File: src/rtl/icache_responder.sv
// Direct-mapped, one-word-per-frame instruction cache between datapath fetch and memory arbiter.
// Latency: hit 0 cycles; miss holds in FILL until iwait drops, then IDLE re-evaluates the request.
// Backpressure: iwait stalls FILL; ihit stays low meanwhile. Optional counters via ICACHE_STATS_EN.
module icache_responder #(
    parameter int SETS  = 16,
    parameter int IDX_W = $clog2(SETS)
) (
    input  logic        CLK,
    input  logic        RST,
    input  logic        imemREN,
    input  logic [31:0] imemaddr,
    output logic        ihit,
    output logic [31:0] imemload,
    input  logic        flush,
    output logic        iREN,
    output logic [31:0] iaddr,
    input  logic        iwait,
    input  logic [31:0] iload
`ifdef ICACHE_STATS_EN
    ,
    output logic [31:0] hit_count,
    output logic [31:0] miss_count
`endif
);

    localparam int TAG_W = 30 - IDX_W;

    typedef enum logic {IDLE, FILL} state_t;

    state_t           state;
    state_t           next_state;

    logic [SETS-1:0]  valid;
    logic [TAG_W-1:0] tags [SETS];
    logic [31:0]      data [SETS];
    logic [29:0]      miss_addr;

    logic [IDX_W-1:0] req_idx;
    logic [TAG_W-1:0] req_tag;
    logic [IDX_W-1:0] fill_idx;
    logic [TAG_W-1:0] fill_tag;
    logic             hit_raw;
    logic             start_fill;
    logic             fill_done;
    logic             unused_addr_bits;

    assign req_idx          = imemaddr[IDX_W+1:2];
    assign req_tag          = imemaddr[31:IDX_W+2];
    assign fill_idx         = miss_addr[IDX_W-1:0];
    assign fill_tag         = miss_addr[29:IDX_W];
    assign unused_addr_bits = ^imemaddr[1:0];

    assign hit_raw    = imemREN & valid[req_idx] & (tags[req_idx] == req_tag);
    assign start_fill = (state == IDLE) & imemREN & ~hit_raw & ~flush;
    assign fill_done  = (state == FILL) & ~iwait;

    always_ff @(posedge CLK) begin
        if (RST) begin
            state <= IDLE;
        end else begin
            state <= next_state;
        end
    end

    always_comb begin
        next_state = state;
        case (state)
            IDLE: begin
                if (start_fill) begin
                    next_state = FILL;
                end
            end
            FILL: begin
                if (flush || !iwait) begin
                    next_state = IDLE;
                end
            end
            default: next_state = IDLE;
        endcase
    end

    always_comb begin
        ihit     = 1'b0;
        imemload = 32'd0;
        iREN     = 1'b0;
        iaddr    = 32'd0;
        case (state)
            IDLE: begin
                if (hit_raw && !flush) begin
                    ihit     = 1'b1;
                    imemload = data[req_idx];
                end
            end
            FILL: begin
                iREN  = 1'b1;
                iaddr = {miss_addr, 2'b00};
            end
            default: ;
        endcase
    end

    // A flush landing on the completing fill wins: the frame stays invalid.
    always_ff @(posedge CLK) begin
        if (RST || flush) begin
            valid <= '0;
        end else if (fill_done) begin
            valid[fill_idx] <= 1'b1;
        end
    end

    always_ff @(posedge CLK) begin
        if (fill_done && !flush) begin
            data[fill_idx] <= iload;
            tags[fill_idx] <= fill_tag;
        end
    end

    always_ff @(posedge CLK) begin
        if (RST) begin
            miss_addr <= 30'd0;
        end else if (start_fill) begin
            miss_addr <= imemaddr[31:2];
        end
    end

`ifdef ICACHE_STATS_EN
    always_ff @(posedge CLK) begin
        if (RST) begin
            hit_count  <= 32'd0;
            miss_count <= 32'd0;
        end else begin
            if (ihit && hit_count != 32'hFFFF_FFFF) begin
                hit_count <= hit_count + 32'd1;
            end
            if (start_fill && miss_count != 32'hFFFF_FFFF) begin
                miss_count <= miss_count + 32'd1;
            end
        end
    end
`endif

endmodule

File: config.mk
export PLATFORM = sky130hd
export DESIGN_NAME = icache_responder
export DESIGN_NICKNAME = d
export VERILOG_FILES = /design/src/rtl/icache_responder.sv
export SDC_FILE = /design/constraint.sdc
export NUM_CORES = 1
export LEC_CHECK = 0
export CAP_MARGIN = 20
export CORE_MARGIN = 4
export CORE_UTILIZATION = 61
export DETAILED_ROUTE_END_ITERATION = 12
export GPL_TIMING_DRIVEN = 0
export PLACE_DENSITY_LB_ADDON = 0.05
export SLEW_MARGIN = 20
export SYNTH_ARGS = -nofsm -noshare
export SYNTH_HDL_FRONTEND = slang
export SYNTH_SLANG_ARGS = --single-unit
File: constraint.sdc
create_clock -name CLK -period 7.7 [get_ports CLK]
set_clock_uncertainty 0.15 [all_clocks]
set_input_delay 1.54 -clock CLK [delete_from_list [all_inputs] [get_ports CLK]]
set_output_delay 1.54 -clock CLK [all_outputs]
set_load 0.02 [all_outputs]
Yosys cells after proc, flatten, opt, wreduce, memory -nomap -nowiden --
Memory sizes are Yosys's and may differ from the RTL's. Index checks and enable logic that the tools add are counted.
Storage, ports and cells: memory bits (writable) 928, word-level logic and storage cells 42, memories kept 2, bits in registers 47, input port bits 69
Memories:
- data | words 16, bits a word 32, read ports 1, clocked after memory_dff 0, wr ports 1, line 35 | logic [31:0] data [SETS];
- tags | words 16, bits a word 26, read ports 1, clocked after memory_dff 0, wr ports 1, line 34 | logic [TAG_W-1:0] tags [SETS];
Operators by class: multiplexer cells 15, bitwise logic cells 11, equal/unequal tests 1, reductions and logical operators 7, order comparisons 3
Operators by type and width (number):
- 32-bit 2-to-1 mux | 3
- 26-bit == test | 1
- 16-bit OR | 1
- 4-bit by 5-bit less-than comparator with 1-bit output (second input constant) | 2
- 1-bit 2-to-1 mux | 9
- 1-bit AND | 6
- 1-bit binary-select mux with 4-bit select | 1
- 1-bit demux with 4-bit select | 1
- 4-bit by 1-bit >= comparator with 1-bit output (second input constant) | 1
- 1-bit inverter | 4
- 1-bit logical AND | 3
- 1-bit zero test | 2
- 1-bit logical OR | 2
- 1-bit case mux with 2 select lines | 1

Logic depth before layout (Yosys ltp) --
word-level depth 9, depth in mapped cells 13, gate-level depth less buffers 8

Worst setup path after synthesis --
Ideal clock, no wire load.
path kind input port to flip-flop, start point input iwait, end point memory data[3][0] (enable), path slack 1.131 ns, path buffers 0, stages on the path 3, data required time 7.005 ns, arrival time 5.874 ns, cells stage by stage and3b_1 > nand2b_1 > nor3_1
On the way: longest elaborated chain between the ends 5
RTL lines:
- start: declaration | line 17 | input logic iwait,
- 1-bit inverter | line 55 | assign fill_done = (state == FILL) & ~iwait;
- 1-bit AND | line 55
- 1-bit logical AND | line 112 | if (fill_done && !flush) begin
- 1-bit 2-to-1 mux | line 112
- 1-bit 2-to-1 mux (not written as such) | line 113 | data[fill_idx] <= iload;
- end: declaration | line 35
Every way passes these cells.

Final worst setup path --
start point input imemaddr[2], end point output imemload[23]
On the way: longest elaborated chain between the ends 7, elaborated cells between the ends (all ways) 10, classes of those cells 1 x eq/ne; 4 x mux; 2 x bitwise; 1 x reduce/logical; 2 x memory
RTL lines:
- start: declaration | line 11 | input logic [31:0] imemaddr,
- parallel branches: the longest is 5 deep, another holds memory read 16 x 26 bit
- 32-bit 2-to-1 mux (*) | line 89 | if (hit_raw && !flush) begin
- 32-bit 2-to-1 mux (*) | line 87 | case (state)
- end: declaration | line 13 | output logic [31:0] imemload,
Every way passes the cells marked *. The select of a mux whose other input is x is not followed.

==> out/qor.yml <==
global_route:
  overflow: 0
  grt_pass1_wl_um: 147000
  grt_pass1_vias: 21100
  antenna_found_initial: 2
  grt_max_degree: 20
  grt_usage_pct: 30.6
clocking:
  path_clk_slew_ns: 0.06
  tritoncts: "built"
  cts.path.max_buffers: 3
  htree_levels: 3
  cts_buffers: 95
  clock_latency_ns: 0.64
  cts_hold_buf: 0
  root_buffer: "clkbuf_16"
  cts.sinks: 975
timing:
  period_needed_ns: 7.50
  fin_tns_setup_ns: 0
  drv_slew: 0
  tightestPinTransition_ns: 1.05
  rsz0062_at_grt: "false"
  setup_viol: 0
  whs_ns: 0.328
  post-route-period-util_pct: 97.5
  hold_violations: 0
  fmax_mhz: 133
  slew_headroom_pct: 30.2
place:
  dp.cells: 2884
  dp_hpwl_um: 65400
  portBuffers: 126
  post_dp_cell_area_um2: 42500
  gp_congestion: 0.906
power:
  swShare_pct: 21.1
  p_sw_mw: 2.33
  leakage_nw: 14.7
  p_comb_share_pct: 5.1
  power.share.sequential_pct: 53.6
  peakVddDrop_mv: 0.207
  powerDensity_nw_per_um2: 242
  intPower_mw: 8.71
  clockPowerShare_pct: 41.3
worst_setup_path:
  worst_setup_path_start_kind: "input pin"
  r2r_end: "miss_addr[29]"
  r2r_start: "tags[7][6]"
  worstSetupEndpoint: "imemload[23]"
  crit_fanout: 10
  timing.critical_path.to_type: "primary output"
  rr_worst_depth: 10
  critPathRequiredTime_ns: 6.01
  crit_type: "input pin to primary output"
  r2r_slack_ns: 4.24
  crit_start: "imemaddr[2]"
  cp_data_arrival_time_ns: 5.81
cells_and_area:
  design_area_um2: 45700
  area_growth_pct: 18.3
  layout.cells.non_filler: 3061
  multi_input_area_um2: 9350
  nNetsFinal: 2215
  drive_gt1_share_pct: 24.6
  final_core_util_pct: 73.5
  fillers: 3667
  layout.area.seq_um2: 28800
  n_antenna_cell: 0
synthesis:
  synth_area_leader_cell: "edfxtp_1"
  ys_top_cells_by_area: "edfxtp_1 72%, mux4_2 14%, dfxtp_1 2.4%, mux2i_1 1.7%, a32oi_1 0.68%"
  synth_cell_types: 56
  synth_edf_count: 928
  netlist_area_um2: 38600
  synthCells: 1850
  synth_seq_cells: 975
  synthSimpleGateAreaFrac_pct: 3.67
  synthMuxAreaShare_pct: 16.7
  yosysSeqAreaShare_pct: 74.6
  synth_compound_area_share_pct: 2.78
  avgSynthCellArea_um2: 20.9
  synthArstFlopShare_pct: 0
  ys_warn_count: 0
  synth_top_family_by_area: "multiplexers"
  synth_fa_ha_area_share_pct: 0
  synth_top_area_share_pct: 72.2
  synth_xor_area_share_pct: 0.590
  synthFlopType: "edfxtp_1"
detailed_routing:
  wl_per_cell_um: 32.9
  detail-route-antenna-nets: 0
  viasPerCell: 6.80
  finalWirelength_um: 101000
  drc: 0
  drtIter0Drc: 3051
  route.vias.total: 20800
  drtPass1Iterations: 6
die:
  die_area_um2: 67400
  core_area_um2: 62200
  initial_core_util_pct: 62.1
  die_h_um: 260
  core.rowCount: 91
  pin_count: 135
  die_x_um: 260
worst_hold_path:
  holdCritPathClass: "flop to flop"
run:
  cap_violations: 0
run_status:
  outcome: "complete, no violations"
## how the worst min path moves through the flow
stage	cells after the start	slack (ns)	startpoint	to
after floorplan	2	0.28	valid[14]	valid[14]
after global placement	2	0.29	valid[10]	valid[10]
after detailed placement	2	0.31	valid[11]	valid[11]
after CTS	2	0.33	valid[11]	valid[11]
after global routing	2	0.37	valid[8]	valid[8]
final	2	0.33	valid[5]	valid[5]
## power by group through the flow
stage,sequential [mW],combinational (mW),clock [mW]
3_3_place_gp,6.03,0.530,0
3_5_place_dp,6.03,0.550,0
4_1_cts,5.92,0.558,4.60
5_1_grt,5.92,0.596,4.85
2_1_floorplan,6.00,0.334,0
6_report,5.92,0.562,4.56
## cell usage after synthesis (10+ instances only)
library cell  number
a21oi_1           17
xnor2_1           17
a32oi_1           30
edfxtp_1         928
mux4_2           247
dfxtp_1           47
nor2_1            44
nor4_1            10
nand4_1           10
o21ai_0           31
nor3_1            12
nor2b_1           41
buf_2             25
nor3b_1           26
o311ai_1          30
mux2i_1           66
clkbuf_1          61
a22oi_1           15
and2_1            34
nand2_1           47
## per-stage QoR
stage                     total power [mW]  worst slack, ns
after detailed placement              6.58           -0.957
after global routing                  11.4           0.0409
after floorplan                       6.33             1.13
after CTS                             11.1          -0.0235
final                                 11.0            0.195
after global placement                6.56            -5.09
## area by class of cell
cell class                 instances  area share (%)
sequential                       975            63.1
multi-input combinational        755            20.5
timing repair buffer             198            6.08
clock buffer                     117            5.57
tap                              837            2.29
buffer                           114            1.35
clock inverter                    58            1.12
inverter                           7          0.0575
## worst max-delay path, stage by stage
cell and delay (ns):
buf_6 0.16, buf_6 0.25, buf_4 0.30, buf_2 0.51, mux2i_1 0.15, mux2i_1 0.53, xnor2_1 0.19, nand4_1 0.14
nor4_2 0.42, nand3_2 0.10, buf_4 0.19, buf_4 0.16, clkbuf_1 0.25, nor2b_1 0.22, clkdlybuf4s50_1 0.66
## routing by layer
metal / vias to the layer above / track usage [%] / part of all wire [%]
li1: 8373 / - / -
met1: 11000 / 44.6 / 39
met4: 2 / 8.39 / 2.6
met3: 192 / 6.52 / 10
met5: - / 0 / 0.015
met2: 1215 / 48.2 / 49
## repair_timing
action                                  CTS  global route
endpoints found under the setup margin   33            32
pin swaps                                 1             0
gates resized for setup                  17             7
setup buffers                             2             0
## cell usage in the layout (no fill, tap or decap), drive strengths merged, types with 2 or more instances in the layout
cell type	count
a21oi	17
nor3	12
o311ai	30
and2b	3
and3	8
o2111ai	2
or2	2
clkbuf	181
o22ai	2
and2	34
or3	2
nor2b	41
dfxtp	47
mux4	256
xor2	9
a31oi	2
clkinv	40
or4	2
mux2i	66
conb	2
a22o	3
edfxtp	928
a211o	4
a22oi	15
clkdlybuf4s50	125
nand4	10
a221oi	3
a32oi	30
nor2	44
nand3	8
inv	9
clkinvlp	8
xnor2	17
bufinv	8
nand2b	8
nor4	10
nand2	47
o21ai	32
buf	122
nor3b	26
## kinds of logic after synthesis
logic type	Yosys count
xor+xnor	26
buf+inv	121
other cells	1
mux	322
simple gates	259
flops	975
compound gates	146
## sequential cells by signal (all words and copies together) (netlist names)
signal     count
tags         416
miss_addr     30
state          1
valid         16
data         512
(Power assumes the default switching activity.)
